## src/rtl/serial_ram_loader_if.sv

```systemverilog
// Loader-to-RAM bundle: serial input side plus RAM write port and status.
// master drives start/sin/sin_valid; slave (the loader) drives the RAM and status outputs.
interface serial_ram_loader_if #(
    parameter int WIDTH = 16,
    parameter int AW    = 3
);
    logic             start;
    logic             sin;
    logic             sin_valid;
    logic [WIDTH-1:0] ram_in;
    logic             ram_load;
    logic [AW-1:0]    ram_address;
    logic             busy;
    logic             done;

    modport master (
        output start, sin, sin_valid,
        input  ram_in, ram_load, ram_address, busy, done
    );

    modport slave (
        input  start, sin, sin_valid,
        output ram_in, ram_load, ram_address, busy, done
    );
endinterface

```

## src/rtl/serial_ram_loader.sv

```systemverilog
// Bit-serial RAM preloader: MSB-first words into addresses 0..DEPTH-1, 17 cycles per word.
// sin_valid=0 stalls shifting; bits offered during the one-cycle WRITE are dropped.
module serial_ram_loader #(
    parameter int WIDTH = 16,
    parameter int DEPTH = 8,
    parameter int AW    = 3
) (
    input  logic               i_clk,
    input  logic               i_reset,
    serial_ram_loader_if.slave bus
);
    localparam int BW = (WIDTH > 1) ? $clog2(WIDTH) : 1;

    typedef enum logic [1:0] {
        S_IDLE  = 2'd0,
        S_SHIFT = 2'd1,
        S_WRITE = 2'd2,
        S_DONE  = 2'd3
    } state_t;

    state_t           r_state;
    logic [WIDTH-1:0] r_shreg;
    logic [WIDTH-1:0] r_ram_in;
    logic [BW-1:0]    r_bit_cnt;
    logic [AW-1:0]    r_word_cnt;
    logic             r_ram_load;
    logic             r_busy;
    logic             r_done;

    logic [WIDTH-1:0] w_shreg_nxt;
    logic             w_last_bit;
    logic             w_last_word;

    assign w_shreg_nxt = {r_shreg[WIDTH-2:0], bus.sin};
    assign w_last_bit  = (r_bit_cnt == BW'(WIDTH - 1));
    assign w_last_word = (r_word_cnt == AW'(DEPTH - 1));

    always_ff @(posedge i_clk or posedge i_reset) begin
        if (i_reset) begin
            r_state    <= S_IDLE;
            r_shreg    <= '0;
            r_ram_in   <= '0;
            r_bit_cnt  <= '0;
            r_word_cnt <= '0;
            r_ram_load <= 1'b0;
            r_busy     <= 1'b0;
            r_done     <= 1'b0;
        end else begin
            r_ram_load <= 1'b0;
            r_done     <= 1'b0;
            case (r_state)
                S_IDLE: begin
                    if (bus.start) begin
                        r_state    <= S_SHIFT;
                        r_bit_cnt  <= '0;
                        r_word_cnt <= '0;
                        r_busy     <= 1'b1;
                    end
                end
                S_SHIFT: begin
                    if (bus.sin_valid) begin
                        r_shreg <= w_shreg_nxt;
                        if (w_last_bit) begin
                            // Outputs for WRITE are set here so they are registered for that cycle.
                            r_bit_cnt  <= '0;
                            r_state    <= S_WRITE;
                            r_ram_load <= 1'b1;
                            r_ram_in   <= w_shreg_nxt;
                        end else begin
                            r_bit_cnt <= r_bit_cnt + 1'b1;
                        end
                    end
                end
                S_WRITE: begin
                    if (w_last_word) begin
                        r_state <= S_DONE;
                        r_busy  <= 1'b0;
                        r_done  <= 1'b1;
                    end else begin
                        r_word_cnt <= r_word_cnt + 1'b1;
                        r_state    <= S_SHIFT;
                    end
                end
                S_DONE: begin
                    r_state <= S_IDLE;
                end
                default: begin
                    r_state <= S_IDLE;
                    r_busy  <= 1'b0;
                end
            endcase
        end
    end

    assign bus.ram_in      = r_ram_in;
    assign bus.ram_load    = r_ram_load;
    assign bus.ram_address = r_word_cnt;
    assign bus.busy        = r_busy;
    assign bus.done        = r_done;
endmodule

```

## src/flat_wrapper.sv

```systemverilog
// flat-port wrapper written by rule: the top's interface ports become plain ports
module serial_ram_loader_flat 
#(
    parameter int WIDTH = 16,
    parameter int DEPTH = 8,
    parameter int AW    = 3
)
  (i_clk, i_reset, bus_start, bus_sin, bus_sin_valid, bus_ram_in, bus_ram_load, bus_ram_address, bus_busy, bus_done);
  serial_ram_loader_if #(.WIDTH(WIDTH), .AW(AW)) bus_i ();
  input  logic i_clk;
  input  logic i_reset;
  input wire logic [$bits(bus_i.start)-1:0] bus_start;
  input wire logic [$bits(bus_i.sin)-1:0] bus_sin;
  input wire logic [$bits(bus_i.sin_valid)-1:0] bus_sin_valid;
  output wire logic [$bits(bus_i.ram_in)-1:0] bus_ram_in;
  output wire logic [$bits(bus_i.ram_load)-1:0] bus_ram_load;
  output wire logic [$bits(bus_i.ram_address)-1:0] bus_ram_address;
  output wire logic [$bits(bus_i.busy)-1:0] bus_busy;
  output wire logic [$bits(bus_i.done)-1:0] bus_done;
  assign bus_i.start = bus_start;
  assign bus_i.sin = bus_sin;
  assign bus_i.sin_valid = bus_sin_valid;
  assign bus_ram_in = bus_i.ram_in;
  assign bus_ram_load = bus_i.ram_load;
  assign bus_ram_address = bus_i.ram_address;
  assign bus_busy = bus_i.busy;
  assign bus_done = bus_i.done;
  serial_ram_loader #(.WIDTH(WIDTH), .DEPTH(DEPTH), .AW(AW)) u_core (.i_clk(i_clk), .i_reset(i_reset), .bus(bus_i));
endmodule
```

## config.mk

```make
export PLATFORM = sky130hd
export DESIGN_NAME = serial_ram_loader_flat
export DESIGN_NICKNAME = d
export VERILOG_FILES = /design/src/rtl/serial_ram_loader_if.sv /design/src/rtl/serial_ram_loader.sv /design/src/flat_wrapper.sv
export SDC_FILE = /design/constraint.sdc
export NUM_CORES = 1
export LEC_CHECK = 0
export ABC_AREA = 0
export BUFFER_PORTS_ARGS = -buffer_cell sky130_fd_sc_hd__buf_2
export CAP_MARGIN = 20
export CORE_ASPECT_RATIO = 0.7
export CORE_MARGIN = 4
export CORE_UTILIZATION = 50
export DETAILED_ROUTE_END_ITERATION = 10
export GPL_ROUTABILITY_DRIVEN = 0
export PLACE_DENSITY = 0.84
export SKIP_LAST_GASP = 1
export SLEW_MARGIN = 20
export SYNTH_ARGS = -nofsm -noshare
export SYNTH_HDL_FRONTEND = slang
export SYNTH_SLANG_ARGS = --single-unit
```

## constraint.sdc

```tcl
create_clock -name i_clk -period 1.7 [get_ports i_clk]
set_clock_uncertainty 0.1 [all_clocks]
set_input_delay 0.34 -clock i_clk [delete_from_list [all_inputs] [get_ports i_clk]]
set_output_delay 0.34 -clock i_clk [all_outputs]
set_load 0.005 [all_outputs]
```

==> results of run 1 <==
[placed cells by master (no fill, tap or decap)]
| cell type | n |
|---|---|
| sky130_fd_sc_hd__nand2b_1 | 1 |
| sky130_fd_sc_hd__clkbuf_1 | 1 |
| sky130_fd_sc_hd__inv_1 | 4 |
| sky130_fd_sc_hd__clkbuf_16 | 1 |
| sky130_fd_sc_hd__buf_12 | 2 |
| sky130_fd_sc_hd__nand3_1 | 3 |
| sky130_fd_sc_hd__a311oi_1 | 1 |
| sky130_fd_sc_hd__mux2_4 | 9 |
| sky130_fd_sc_hd__nor2_1 | 4 |
| sky130_fd_sc_hd__buf_4 | 7 |
| sky130_fd_sc_hd__ha_2 | 1 |
| sky130_fd_sc_hd__o22ai_1 | 1 |
| sky130_fd_sc_hd__a22oi_1 | 1 |
| sky130_fd_sc_hd__nor3_1 | 1 |
| sky130_fd_sc_hd__dfrtp_1 | 43 |
| sky130_fd_sc_hd__o21ai_0 | 8 |
| sky130_fd_sc_hd__nand4b_1 | 1 |
| sky130_fd_sc_hd__mux2i_1 | 2 |
| sky130_fd_sc_hd__and2b_2 | 1 |
| sky130_fd_sc_hd__clkbuf_8 | 7 |
| sky130_fd_sc_hd__a22o_1 | 5 |
| sky130_fd_sc_hd__o31ai_1 | 1 |
| sky130_fd_sc_hd__nor4_4 | 1 |
| sky130_fd_sc_hd__a21oi_1 | 3 |
| sky130_fd_sc_hd__nand2_1 | 3 |
| sky130_fd_sc_hd__nand2_2 | 1 |
| sky130_fd_sc_hd__inv_6 | 1 |
| sky130_fd_sc_hd__buf_2 | 26 |
| sky130_fd_sc_hd__ha_1 | 3 |
| sky130_fd_sc_hd__mux2_2 | 23 |
[final cells by class]
| type | count | area [um^2] |
|---|---|---|
| fill | 260 | 1310 |
| sequential | 43 | 1076 |
| inverter | 5 | 23.77 |
| tap | 50 | 62.56 |
| clock buffer | 8 | 100.1 |
| timing repair buffer | 36 | 247.7 |
| multi-input combinational | 74 | 693.2 |
[cells by family after synthesis]
group | Yosys count | synth area share [%]
fa+ha+maj | 4 | 2.734
flops | 43 | 58.78
mux | 34 | 22.62
buf+inv | 10 | 3.622
simple gates | 16 | 5.194
compound gates | 20 | 7.041
[sequential cells by signal (all words and copies together) (netlist names)]
| name | flops |
|---|---|
| u_core.r_state | 2 |
| u_core.bus.busy | 1 |
| u_core.r_shreg | 15 |
| u_core.bus.done | 1 |
| u_core.bus.ram_load | 1 |
| u_core.bus.ram_in | 16 |
| u_core.r_bit_cnt | 4 |
| u_core.bus.ram_address | 3 |
[worst max path at each step]
| stage | startpoint | end | slack (ns) | cells after the start |
|---|---|---|---|---|
| 3_5_place_dp | u_core.r_bit_cnt[0] | u_core.bus.ram_in[7] | 0.02 | 5 |
| 2_1_floorplan | u_core.r_state[0] | u_core.bus.ram_in[0] | -0.02 | 5 |
| 6_report | u_core.r_bit_cnt[0] | u_core.bus.ram_in[7] | 0.009 | 6 |
| 3_3_place_gp | u_core.r_bit_cnt[0] | u_core.bus.ram_in[11] | 0.13 | 5 |
| 4_1_cts | u_core.r_bit_cnt[0] | u_core.bus.ram_in[7] | 0.02 | 5 |
| 5_1_grt | u_core.r_bit_cnt[2] | u_core.bus.ram_in[9] | -0.09 | 5 |
[where the power goes]
part           total [W]  switching, W  internal, W  leakage [nW]
Clock           0.000707      0.000336     0.000371        0.0515
Sequential       0.00155      0.000236      0.00132         0.556
Combinational   0.000878      0.000372     0.000506         0.503
Total            0.00314      0.000943      0.00220          1.11
[worst max-delay path: stages, from the launching register on]
cell and delay [ns]:
sky130_fd_sc_hd__dfrtp_1 0.38, sky130_fd_sc_hd__ha_2 0.20, sky130_fd_sc_hd__nand2_2 0.08, sky130_fd_sc_hd__nor4_4 0.16
sky130_fd_sc_hd__buf_4 0.19, sky130_fd_sc_hd__buf_12 0.13, sky130_fd_sc_hd__mux2_2 0.34
[timing repair]
item                       4_1_cts  5_1_grt
buffers inserted                 0        3
gates resized for setup          0        1
setup endpoints to repair        0       16
hold buffers                     0        0
hold endpoints to repair         0        0
[stage by stage]
stage | cell area, um^2 | worst slack (ns) | utilization (%) | hold slack, ns
floorplan | 1833 | -0.01656 | - | 0.3737
global placement | 2053 | 0.1292 | 58.44 | 0.3835
detailed placement | 2053 | 0.02023 | 58.44 | 0.3965
CTS | 2153 | 0.01618 | 61.29 | 0.07871
global route | 2203 | -0.08628 | 62.71 | 0.1268
finish | 2203 | 0.009150 | 62.71 | 0.06437
[layer usage]
layer	track usage [%]	routed length [um]	vias up
met5	0	0	-
met4	5.060	47	0
met3	5.199	151	7
met2	22.05	1457	23
met1	21.38	1536	565
li1	-	-	529
==> summary by stage, run 1 <==
STA
The number of max-slew violations in the final report is 0. The total negative slack for setup checks is 0 ns. The number of hold violations in the final report is 0. The final critical-path share of the clock period is 99.46%. Static timing analysis puts the maximum clock frequency at 591.4 MHz. The total setup violations reported at the end of the flow is 0. Subtracting the final worst setup slack from the clock period gives 1.691 ns.

At the pin with the least slew margin, the transition time is 0.5210 ns. The headroom to the max-slew limit is 65.27%.

Cells and area
The number of nets in the layout is 174. The finished layout holds 216 standard cells, fillers aside. Of the cells placed in the final design, the portion with a size suffix greater than 1 is 48.19%. The area growth from synthesis to layout is 20.37%.

The number of antenna repair diodes is 0.

Detailed routing
The total length of routed wires is 3.193 mm. The routed layout has 1124 vias. The remaining antenna violation count after routing is 0. The final routed DRC violation total is 0.

The first detailed-routing pass ran for 4 iterations. In the routed layout, each cell is associated on average with a via count of 5.204. In the final routed layout, each cell accounts on average for 14.78 um. In this run, the number of DRC markers left after iteration 0 of detailed routing was 90.

Synthesis
After synthesis, flip-flops and latches occupy 58.78% of the total area. The number of standard cells after synthesis is 127. Among all flip-flop cells after synthesis, the most frequent one is sky130_fd_sc_hd__dfrtp_1.

Counting instances in the post-synthesis netlist gives the leading cell types as sky130_fd_sc_hd__dfrtp_1 (43), sky130_fd_sc_hd__mux2_2 (23), sky130_fd_sc_hd__mux2_4 (9). The cell with the most instances after synthesis is sky130_fd_sc_hd__dfrtp_1. By area the synthesized netlist is led by sky130_fd_sc_hd__dfrtp_1 (59%), sky130_fd_sc_hd__mux2_2 (14%), sky130_fd_sc_hd__mux2_4 (7.4%). During synthesis, Yosys emitted a total of 0 warnings. The synthesized netlist contains 27 unique library cells. After synthesis the netlist holds a flip-flop and latch count of 43.

Of the post-synthesis cell area, the dominant cell type holds 58.78%. Averaged over all synthesized cells, the footprint is 14.41 um^2. The number of nets handed over by synthesis was 136. Counting flops with a built-in enable in the synthesized netlist gives 0. The share of synthesized registers carrying an async set or reset is 100.0%.

The synthesized netlist occupies a cell area of 1831 um^2. Of all cell types, the one taking the most synthesized area is sky130_fd_sc_hd__dfrtp_1.

Clock tree
The latest clock arrival within the worst-skew pair is 0.30 ns. The longest clock path from root to sink contains 2 buffers. The root buffer cell is sky130_fd_sc_hd__clkbuf_8. In this run the number of H-tree levels came out at 2.

TritonCTS built the clock tree. Counting the buffers created by CTS gives 5. Clock-pin slew was measured on the worst setup and hold paths at 0.08 ns. The number of sinks driven by the clock tree is 43.

Critical path
For the worst setup path, the data required time is 1.78 ns. The worst setup path is launched from a register. The startpoint identified for the worst register-to-register timing path is u_core.r_bit_cnt[0]. Of all nets on the critical path, the largest fanout is 9. The critical path data arrival time is 1.77 ns. The critical path is of the register to register type. The worst register-to-register path has a depth of 6.

In this run the critical register-to-register path is captured at u_core.bus.ram_in[7]. In this run the register-to-register setup slack is 0.009 ns. The nature of the critical path endpoint is a register.

Power and ir drop
In this run the power density over the cells is 1425 nW/um^2. The final total power is 0.003140 W. The worst-case IR drop observed on VDD is 0.8445 mV. The leakage power is 1.111 nW.

Die
The die area is 4709 um^2. The die boundary height is 58.63 um. Measured along the x axis, the die boundary spans 80.32 um. The area inside the core boundary is 3513 um^2. The floorplan has 18 rows. The starting utilization of the core area is 52.10%. The total I/O pin count is 27.

Placement
In this run the tool buffered the top-level ports with 26 buffer cells. The wire-length estimate of the detail-placed layout is 2.172 mm. Including well taps, the total number of placed cells is 204.

Global route
Global routing used 15.13% of the available tracks across all layers. Global routing finished with a remaining overflow of 0. The number of global-route vias before repair is 1086.

The first global-routing pass estimated 5.299 mm of wire. The initial antenna violation count came to 0. The maximum number of pins on one net before global-route repair is 44.

Run status
The run finished with clean final reports.

Job
The count of maximum capacitance violations is 0.

Worst hold path
The min-delay analysis places its worst path in the category input pin to async pin.
Power figures use the tool's default switching activity.
==> inputs of run 2 (changes only) <==
CORE_UTILIZATION = 55   (was 50)
PLACE_DENSITY = 0.87   (was 0.84)
clock period = 1.65 ns   (was 1.7 ns; I/O delays follow)
==> summary by stage, run 2 (same netlist as run 1, synthesis figures left out) <==
Placement
The HPWL after detailed placement is 2.192 mm (was 2.172 mm). The worst setup timing slack at the placement stage is 0.009084 ns (was 0.02023 ns). The port buffer count came to 26 (unchanged).

Clock tree
The number of sinks driven by the clock tree was 43 (unchanged). The latest clock arrival within the worst-skew pair was 0.31 ns (was 0.30 ns). The number of H-tree levels came to 2 (unchanged).

The number of buffers created by CTS is 5 (unchanged). The clock slew seen by the registers of the worst setup and hold paths was 0.09 ns (was 0.08 ns). The root buffer cell is sky130_fd_sc_hd__clkbuf_8 (unchanged). The CTS tree is built (unchanged). The maximum buffer depth of the clock tree was 2 (unchanged).

STA
The final critical-path share of the clock period is 101.9% (was 99.46%). The slew at the pin closest to its max-slew limit is 0.5135 ns (was 0.5210 ns). The headroom to the max-slew limit was 65.77% (was 65.27%). The highest clock frequency the design can meet is 594.5 MHz (was 591.4 MHz).

The least setup slack across all paths after layout is -0.03208 ns (was 0.009150 ns). The number of max-slew violations in the final report is 0 (unchanged). Setup repair after global routing could not meet its margin everywhere. The total setup violations reported at the end of the flow was 4 (was 0). The worst hold slack after final layout came to 0.03859 ns (was 0.06437 ns). The number of hold violations in the final report is 0 (unchanged).

The shortest clock period the worst path allows after layout came to 1.682 ns (was 1.691 ns).

Power and ir drop
The worst-case vdd ir drop came to 0.6957 mV (was 0.8445 mV). The power density of the placed cells is 1536 nW/um^2 (was 1425 nW/um^2). The leakage power is 1.123 nW (was 1.111 nW). The final total power is 0.003371 W (was 0.003140 W).

Cells and area
Top library cells by usage in the layout, fill and taps aside: sky130_fd_sc_hd__dfrtp_1 (42), sky130_fd_sc_hd__buf_2 (26), sky130_fd_sc_hd__mux2_2 (22), sky130_fd_sc_hd__mux2_4 (10), sky130_fd_sc_hd__buf_4 (9) (was sky130_fd_sc_hd__dfrtp_1 (43), sky130_fd_sc_hd__buf_2 (26), sky130_fd_sc_hd__mux2_2 (23), sky130_fd_sc_hd__mux2_4 (9), sky130_fd_sc_hd__o21ai_0 (8)). The number of flip-flops under the largest register name is 16 (unchanged). The layout cell share with drive strength beyond 1 is 50.30% (was 48.19%). The number of nets in the layout is 175 (was 174). The leading cell type in the layout, fill and taps excluded is sky130_fd_sc_hd__dfrtp_1 (unchanged). The area growth from synthesis to layout came to 19.89% (was 20.37%). The number of antenna repair diodes is 0 (unchanged).

Global route
The first-pass GRT wire length came to 5.920 mm (was 5.299 mm). The initial antenna violation count is 0 (unchanged). The number of global-route vias before repair is 1210 (was 1086). The global router's overall resource usage is 18.19% (was 15.13%). The global-route congestion overflow total is 0 (unchanged). The maximum number of pins on one net before global-route repair is 44 (unchanged).

Die
The area inside the core boundary is 3169 um^2 (was 3513 um^2). The total I/O pin count is 27 (unchanged). The die area is 4330 um^2 (was 4709 um^2).

The die boundary height is 56.27 um (was 58.63 um). The site row count is 17 (was 18). The floorplan die width is 76.96 um (was 80.32 um).

The starting utilization of the core area is 57.76% (was 52.10%).

Critical path
The nature of the critical path endpoint is a register (unchanged). The highest cell delay on the worst timing path was 0.40 ns (was 0.38 ns). List of cells traversed by the critical path: ha_2, nand2_4, nor4_4, buf_4, buf_6, mux2_2 (was ha_2, nand2_2, nor4_4, buf_4, buf_12, mux2_2). The cell family with the largest share of critical-path delay is flip-flops (unchanged). The buffering stage count on the worst path with inverters included came to 2 (unchanged). The cell with the biggest individual delay on the critical path is sky130_fd_sc_hd__dfrtp_1 (unchanged). The startpoint kind of the worst setup timing path is a register (unchanged).

The critical setup path kind is register to register (unchanged). The maximum fanout along the worst path is 5 (was 9). The critical path data arrival time is 1.78 ns (was 1.77 ns). The data required time of the worst path came to 1.75 ns (was 1.78 ns).

Run status
The checks that failed: setup timing. Run status: finished with violations (was finished clean).

Detailed routing
The final routed DRC violation total is 0 (unchanged). The detailed router's first-iteration violation count is 114 (was 90). The total length of routed wires came to 3.626 mm (was 3.193 mm). The number of vias in the routed layout is 1160 (was 1124).

The per-cell via count in the routed design came to 5.659 (was 5.204). The number of detailed-route iterations in the first pass is 4 (unchanged). The average wire per standard cell came to 17.69 um (was 14.78 um). The remaining antenna violation count after routing is 0 (unchanged).

Job
The count of maximum capacitance violations is 0 (unchanged).

Worst hold path
The worst min-delay path category is input pin to async pin (unchanged).
[run 2: tightest hold or removal path, stage by stage]
cell and delay, ns:
sky130_fd_sc_hd__buf_2 0.09, sky130_fd_sc_hd__inv_1 0.04, sky130_fd_sc_hd__buf_4 0.43
[run 2: layout make-up]
cell class              count  area, um^2
flip-flops and latches     43        1077
fillers                   199       974.7
multi-input cells          74       704.4
repair buffers             37       229.0
clock buffers               5       68.82
well taps                  38       47.55
clock inverters             3       43.79
inverters                   5       23.77
[run 2: metrics by stage]
stage	cells	cell area (um^2)	TNS [ns]	util (%)
floorplan	127	1833	-0.5990	-
global placement	193	2033	0	64.15
detailed placement	193	2033	0	64.15
CTS	201	2146	-0.1410	67.71
global route	205	2195	-0.7698	69.25
finish	205	2195	-0.04412	69.25
[run 2: final timing paths]
| kind | startpoint | slack [ns] | end | cells after the start |
|---|---|---|---|---|
| min in group i_clk | bus_sin | 0.19 | u_core.bus.ram_in[0] | 2 |
| hold / removal | i_reset | 0.04 | u_core.bus.ram_address[2] | 3 |
| max in group asynchronous | i_reset | 1.03 | u_core.r_state[0] | 3 |
| setup / recovery | u_core.r_bit_cnt[0] | -0.03 | u_core.bus.ram_in[11] | 6 |
| setup reg to reg | u_core.r_bit_cnt[0] | -0.03 | u_core.bus.ram_in[11] | 6 |
| hold reg to reg | u_core.r_shreg[14] | 0.41 | u_core.bus.ram_in[15] | 1 |
[run 2: power breakdown]
| group | leakage, nW | switching, W | internal (W) |
|---|---|---|---|
| Clock | 0.0581 | 0.000372 | 0.000450 |
| Combinational | 0.509 | 0.000429 | 0.000516 |
| Sequential | 0.556 | 0.000243 | 0.00136 |
[run 2: repair_timing]
action / 4_1_cts / 5_1_grt
gates cloned: 0 / 1
hold buffers: 0 / 0
resized for setup: 0 / 7
setup endpoints to repair: 7 / 21
pin swaps: 0 / 0
hold endpoints to repair: 0 / 0
buffers inserted: 0 / 3
[run 2: per-layer routing]
metal / GRT usage (%) / up-vias / wire (um)
met5: 0 / - / 0
met4: 8.786 / 0 / 91
met3: 6.250 / 9 / 178
met2: 29.28 / 44 / 1815
met1: 21.99 / 576 / 1540
li1: - / 531 / -
